--- src/rtl/turn_input_cond.sv ---
// rtl/turn_input_cond.sv - switch synchronizer, debouncer and tick-aligned output stage for the turn-signal FSM
//
// Purpose:
//   Conditions the raw left/right turn switches for the downstream turn-signal
//   FSM. Each switch is synchronized with two flops and then debounced. The
//   block also generates a periodic one-cycle step enable (tick). The clean
//   levels presented to the FSM change only on tick edges, so the FSM never
//   sees a switch change partway through a step.
//
// Ports (turn_input_cond):
//   i_clk    in   1  system clock, rising edge
//   i_reset  in   1  synchronous active-high reset, clears all state
//   i_raw_l  in   1  left switch, asynchronous, may bounce
//   i_raw_r  in   1  right switch, asynchronous, may bounce
//   o_l      out  1  conditioned left request, registered, updates on tick
//   o_r      out  1  conditioned right request, registered, updates on tick
//   o_tick   out  1  one-cycle step enable, period TICK_DIV
//
// Ports (turn_input_cond_chan):
//   i_clk    in   1  system clock
//   i_reset  in   1  synchronous active-high reset
//   i_raw    in   1  raw asynchronous switch
//   o_db     out  1  debounced level

module turn_input_cond_chan #(
  parameter int DB_CYCLES = 4
) (
  input  logic i_clk,
  input  logic i_reset,
  input  logic i_raw,
  output logic o_db
);

  localparam int             CW       = $clog2(DB_CYCLES) + 1;
  localparam logic [CW-1:0]  CNT_LAST = CW'(DB_CYCLES - 1);

  logic          r_s1;
  logic          r_s2;
  logic          r_db;
  logic [CW-1:0] r_cnt;

  // The debouncer's STABLE/COUNTING state is implied by (r_s2 != r_db);
  // keeping it implicit means a return to agreement discards the partial
  // count on the very same edge, with no extra state flop to keep in step.
  always_ff @(posedge i_clk) begin
    if (i_reset) begin
      r_s1  <= 1'b0;
      r_s2  <= 1'b0;
      r_db  <= 1'b0;
      r_cnt <= '0;
    end else begin
      r_s1 <= i_raw;
      r_s2 <= r_s1;
      if (r_s2 == r_db) begin
        r_cnt <= '0;
      end else if (r_cnt == CNT_LAST) begin
        // DB_CYCLES consecutive edges of disagreement: accept the new level.
        r_db  <= ~r_db;
        r_cnt <= '0;
      end else begin
        r_cnt <= r_cnt + CW'(1);
      end
    end
  end

  assign o_db = r_db;

endmodule

module turn_input_cond #(
  parameter int DB_CYCLES = 4,
  parameter int TICK_DIV  = 8
) (
  input  logic i_clk,
  input  logic i_reset,
  input  logic i_raw_l,
  input  logic i_raw_r,
  output logic o_l,
  output logic o_r,
  output logic o_tick
);

  localparam int            DW       = $clog2(TICK_DIV);
  localparam logic [DW-1:0] DIV_LAST = DW'(TICK_DIV - 1);

  logic          w_db_l;
  logic          w_db_r;
  logic          w_tick;
  logic [DW-1:0] r_div;
  logic          r_l;
  logic          r_r;

  turn_input_cond_chan #(
    .DB_CYCLES (DB_CYCLES)
  ) u_chan_l (
    .i_clk   (i_clk),
    .i_reset (i_reset),
    .i_raw   (i_raw_l),
    .o_db    (w_db_l)
  );

  turn_input_cond_chan #(
    .DB_CYCLES (DB_CYCLES)
  ) u_chan_r (
    .i_clk   (i_clk),
    .i_reset (i_reset),
    .i_raw   (i_raw_r),
    .o_db    (w_db_r)
  );

  // Free-running step divider; tick is a pure decode of the registered count.
  always_ff @(posedge i_clk) begin
    if (i_reset) begin
      r_div <= '0;
    end else if (r_div == DIV_LAST) begin
      r_div <= '0;
    end else begin
      r_div <= r_div + DW'(1);
    end
  end

  assign w_tick = (r_div == DIV_LAST);

  // Both channels are captured on the same tick edge so simultaneous presses
  // reach the FSM together. A debounced flip landing on the tick edge itself
  // is picked up at the following tick.
  always_ff @(posedge i_clk) begin
    if (i_reset) begin
      r_l <= 1'b0;
      r_r <= 1'b0;
    end else if (w_tick) begin
      r_l <= w_db_l;
      r_r <= w_db_r;
    end
  end

  assign o_l    = r_l;
  assign o_r    = r_r;
  assign o_tick = w_tick;

endmodule

--- config.mk ---
export PLATFORM = sky130hd
export DESIGN_NAME = turn_input_cond
export DESIGN_NICKNAME = d
export VERILOG_FILES = /design/src/rtl/turn_input_cond.sv
export SDC_FILE = /design/constraint.sdc
export NUM_CORES = 1
export LEC_CHECK = 0
export ABC_CLOCK_PERIOD_IN_PS = 1450
export CAP_MARGIN = 20
export CORE_MARGIN = 10
export CORE_UTILIZATION = 40
export CTS_BUF_LIST = sky130_fd_sc_hd__clkbuf_4 sky130_fd_sc_hd__clkbuf_8
export DETAILED_ROUTE_END_ITERATION = 10
export GPL_TIMING_DRIVEN = 0
export PLACE_DENSITY = 0.69
export SYNTH_ARGS = -nofsm -noshare
export SYNTH_HDL_FRONTEND = slang
export SYNTH_SLANG_ARGS = --single-unit
--- constraint.sdc ---
create_clock -name i_clk -period 1.45 [get_ports i_clk]
set_input_delay 0.29 -clock i_clk [delete_from_list [all_inputs] [get_ports i_clk]]
set_output_delay 0.29 -clock i_clk [all_outputs]
set_load 0.005 [all_outputs]
# ---- Yosys cells after proc, flatten, opt, wreduce, memory -nomap -nowiden
# Cells that the tools add are included.
dict set report classes {
  add_sub_neg 3
  n_eq_ne 5
  bitwise 4
  reduce_logical 5
}
# cell n
set op_table {}
lappend op_table {{adder 3 x 1 -> 3 bit, second input constant} 3}
lappend op_table {{equality test 3 x 2 -> 1 bit, second input constant} 2}
lappend op_table {{OR reduction 3 bit} 2}
lappend op_table {{inverter 1 bit} 4}
lappend op_table {{AND reduction 2 bit} 2}
lappend op_table {{equality test 3 bit, second input constant} 1}
lappend op_table {{equality test 1 bit} 2}
lappend op_table {{OR reduction 2 bit} 1}
dict set report totals {
  ff_bits 17
  input_bits 4
  out_inout_bits 3
  elab_cells 28
}

# ---- Longest topological paths before layout
dict set report logic_depth {
  depth_word 3
  ltp_mapped 4
  ltp_nobuf 4
}

# ---- Cells and area by module
# A second synthesis with hierarchy kept.
dict set report unflattened {
  cells_unflattened 49
  hier_area_um2 608.1
}
# mod n_inst cells_each area_per_inst_um2 seq_area_each_um2
set by_module_without_submodules {}
lappend by_module_without_submodules {turn_input_cond_chan 2 17 211.5 120.1}
lappend by_module_without_submodules {turn_input_cond 1 15 185.2 100.1}

# ---- Least setup slack after synthesis
# No wires, ideal clock.
dict set report synth_timing {
  path_kind {register -> register}
  startpoint {register r_div[0]}
  endpoint {register r_l, in the netlist o_l}
  setup_time_ps 117
  t_arrival_ps 954
  t_required_ps 1333
  path_slack_ps 379
  path_stages_with_launch 5
  path_buffers 0
  synth_period_minus_slack_ps 1071
  cell_sequence {dfxtp_1 > ha_1 > ha_1 > mux2i_1 > nor2_1}
}
dict set report synth_via {
  elab_chain_cells 1
}
# item line
set synth_lines {}
lappend synth_lines {{start, declared} 89} ;# logic [DW-1:0] r_div;
lappend synth_lines {{start signal, assigned} 118} ;# r_div <= r_div + DW'(1);
lappend synth_lines {{equality test 3 bit} 122} ;# assign w_tick = (r_div == DIV_LAST);
lappend synth_lines {{named net o_tick} 80} ;# output logic o_tick
lappend synth_lines {{end signal, assigned} 132} ;# r_l <= w_db_l;
lappend synth_lines {{end, declared} 90} ;# logic r_l;
# The timed path passes the listed nets, and every way through them passes these cells.
# A chain may end at the register's enable or synchronous reset.

# ---- Final worst setup path
dict set report layout_timing {
  startpoint {register r_div[0]}
  endpoint {output o_tick}
}
dict set report layout_via {
  elab_chain_cells 1
}
# item line
set layout_lines {}
lappend layout_lines {{equality test 3 bit} 122}
lappend layout_lines {{end, declared} 80}
# Every way passes these cells.

==> impl_metrics.env <==
export IMPL_outcome="finished clean"
export IMPL_setup_viol_count_final=0
export IMPL_cp_data_arrival_time_ns=1.03
export IMPL_timing_reg2reg_setup_slack_ns=0.25
export IMPL_finalWirelength_um=909
export IMPL_worst_ir_drop_vdd_uv=516
export IMPL_antenna_found_initial=0
export IMPL_syn_area_per_cell_um2=12.0
export IMPL_timing_max_slew_rel_slack_pct=79.3
export IMPL_cp_end_kind="primary output"
export IMPL_maxCapViolCount=0
export IMPL_ctsHtreeMaxLevel=1
export IMPL_syn_to_final_growth_pct=25.7
export IMPL_detail_route_drc_violations=0
export IMPL_synth_nets=59
export IMPL_ys_dominant_reg_cell="sky130_fd_sc_hd__dfxtp_1"
export IMPL_first_global_vias=391
export IMPL_clock_sinks=17
export IMPL_cp_required_ns=1.16
export IMPL_numPlacedInstances=70
export IMPL_post_dp_hpwl_um=665
export IMPL_die_area_mm2=0.00340
export IMPL_floorplan_die_width_um=58.3
export IMPL_synth_cells_most_frequent="sky130_fd_sc_hd__dfxtp_1 (17), sky130_fd_sc_hd__ha_1 (6)"
export IMPL_cp_startpoint="r_div[0]"
export IMPL_globalplace_congestion=0.650
export IMPL_timing_hold_worst_class="flip-flop to flip-flop"
export IMPL_crit_fanout=2
export IMPL_tightestPinTransition_ns=0.309
export IMPL_critical_path_reg2reg_startpoint="u_chan_r.r_cnt[0]"
export IMPL_netlist_area_leader_share_pct=57.9
export IMPL_io_buffers=6
export IMPL_synth_edf_count=0
export IMPL_timing_reg2reg_worst_path_depth=3
export IMPL_setup_tns_ns=0
export IMPL_die_y_um=58.3
export IMPL_synthTopCellsByArea="sky130_fd_sc_hd__dfxtp_1 (58%), sky130_fd_sc_hd__ha_1 (13%), sky130_fd_sc_hd__mux2i_1 (6.8%)"
export IMPL_top_level_ports=7
export IMPL_route_vias_total=378
export IMPL_finalHoldViolations=0
export IMPL_leakage_uw=0.000315
export IMPL_detailedRoute_firstIterationViolations=2
export IMPL_drtAntennaViolNets=0
export IMPL_worst_setup_path_category="flip-flop to primary output"
export IMPL_final_period_minus_worst_setup_slack_ns=1.32
export IMPL_ys_seq_elements=17
export IMPL_rsz0062_at_grt="no"
export IMPL_grt_first_pass_wirelength_mm=1.66
export IMPL_start_kind="flip-flop"
export IMPL_route_detailed_vias_per_inst=4.97
export IMPL_cts_root_to_sink_buffers=2
export IMPL_grt_total_usage_pct=6.23
export IMPL_yosysSeqAreaShare_pct=57.9
export IMPL_post_synth_num_cell_types=12
export IMPL_largestRegisters="r_div: 3 flops, u_chan_l.r_cnt: 3 flops, u_chan_r.r_cnt: 3 flops"
export IMPL_clk_pin_slew_worst_paths_ns=0.09
export IMPL_max_freq_mhz=755
export IMPL_core_area_mm2=0.00135
export IMPL_critical_path_endpoint="o_tick"
export IMPL_finalClockSkew_ns=0.00221
export IMPL_cts_hold_buffers=0
export IMPL_tritoncts_num_buffers=3
export IMPL_overflow=0
export IMPL_synth_area_um2=588
export IMPL_power_per_cell_area_mw_per_mm2=1060
export IMPL_floorplan_initialDensity_pct=43.6
export IMPL_synthArstFlopShare_pct=0
export IMPL_yosysWarningCount=0
export IMPL_most_used_standard_cell_by_instance_count_after_synthesis="sky130_fd_sc_hd__dfxtp_1"
export IMPL_worst_r2r_endpoint="u_chan_r.r_cnt[1]"
export IMPL_tritoncts="done"
export IMPL_slew_viol_final=0
export IMPL_grt_max_degree=11
export IMPL_tcrit_tclk_final_pct=91.4
export IMPL_layout_drive_gt1_share_pct=19.7
export IMPL_clockRootBuffer="sky130_fd_sc_hd__clkbuf_4"
export IMPL_fin_nets=72
export IMPL_pre_antenna_drt_iters=2
export IMPL_fp_row_count=13
export IMPL_final_cells=76
export IMPL_clock_latency_on_the_worst_skew_pair_ns=0.28
export IMPL_whs_ns=0.440
export IMPL_syn_instance_count=49
export IMPL_synth_area_leader_cell="sky130_fd_sc_hd__dfxtp_1"
export IMPL_insertedDiodeCount=0
export IMPL_routedWlPerCell_um=12.0
cell usage in the layout, fill, tap and decap left out, types with 2 or more instances in the layout:
| master | netlist | routed |
|---|---|---|
| sky130_fd_sc_hd__clkbuf_4 | 0 | 4 |
| sky130_fd_sc_hd__clkdlybuf4s50_1 | 0 | 3 |
| sky130_fd_sc_hd__nor2b_1 | 4 | 4 |
| sky130_fd_sc_hd__ha_4 | 0 | 2 |
| sky130_fd_sc_hd__mux2i_1 | 4 | 4 |
| sky130_fd_sc_hd__nor4b_1 | 2 | 2 |
| sky130_fd_sc_hd__dfxtp_1 | 17 | 15 |
| sky130_fd_sc_hd__ha_1 | 6 | 4 |
| sky130_fd_sc_hd__nor3b_1 | 2 | 2 |
| sky130_fd_sc_hd__inv_1 | 2 | 2 |
| sky130_fd_sc_hd__xnor2_1 | 2 | 2 |
| sky130_fd_sc_hd__nor4_1 | 4 | 4 |
| sky130_fd_sc_hd__buf_4 | 0 | 2 |
| sky130_fd_sc_hd__nor2_1 | 4 | 4 |
| sky130_fd_sc_hd__dfxtp_2 | 0 | 2 |
| sky130_fd_sc_hd__dlymetal6s2s_1 | 0 | 2 |
worst max-delay path, stage by stage (launching register included):
cell and delay (ns):
sky130_fd_sc_hd__dfxtp_2 0.34, sky130_fd_sc_hd__ha_4 0.16, sky130_fd_sc_hd__ha_4 0.15, sky130_fd_sc_hd__clkbuf_2 0.10
kinds of logic after synthesis:
| kind of cell | synth area share [%] |
|---|---|
| mux | 6.81 |
| xor+xnor | 2.98 |
| buf+inv | 2.13 |
| simple gates | 17.4 |
| fa+ha+maj | 12.8 |
| flops | 57.9 |
cell type report:
type / instances / area, um^2
clock buffer: 4 / 30.0
inverter: 2 / 7.51
multi-input combinational: 29 / 260
sequential: 17 / 343
tap: 15 / 18.8
buffer: 1 / 5.00
timing repair buffer: 8 / 75.1
fill: 121 / 611
layer usage:
metal	routed length, um	part of all wire, %	GRT usage (%)	up-vias
met3	60	6.6	3.22	2
met5	0	0	0	-
met1	437	48	6.54	172
li1	-	-	-	195
met2	392	43	9.26	9
met4	18	2.0	4.70	0
repair_timing:
item,CTS,global route
setup endpoints to repair,1,3
pin swaps,1,0
resized for setup,7,4
buffers inserted,1,1
power breakdown:
part | switching (uW) | internal [uW]
registers | 8.88 | 481
logic | 15.8 | 24.8
clock network | 131 | 125
worst min path at each step:
stage                            startpoint                end  slack [ns]  cells after the start
after CTS                          r_div[0]           r_div[0]        0.44                      1
after floorplan                     i_reset      u_chan_l.r_s1        0.36                      1
after global routing          u_chan_r.r_s1      u_chan_r.r_s2        0.47                      1
final                     u_chan_l.r_cnt[0]  u_chan_l.r_cnt[0]        0.44                      1
after global placement             r_div[0]           r_div[0]        0.41                      1
after detailed placement           r_div[0]           r_div[0]        0.42                      1
per-stage QoR:
step / worst slack (ns) / area, um^2 / power (uW) / util, %
2_1_floorplan: 0.379 / 588 / 516 / -
3_3_place_gp: -0.146 / 667 / 530 / 49.4
3_5_place_dp: -0.152 / 667 / 532 / 49.4
4_1_cts: 0.0149 / 731 / 798 / 54.1
5_1_grt: 0.0846 / 739 / 832 / 54.8
6_report: 0.125 / 739 / 787 / 54.8
Power figures use the tool's default switching activity.
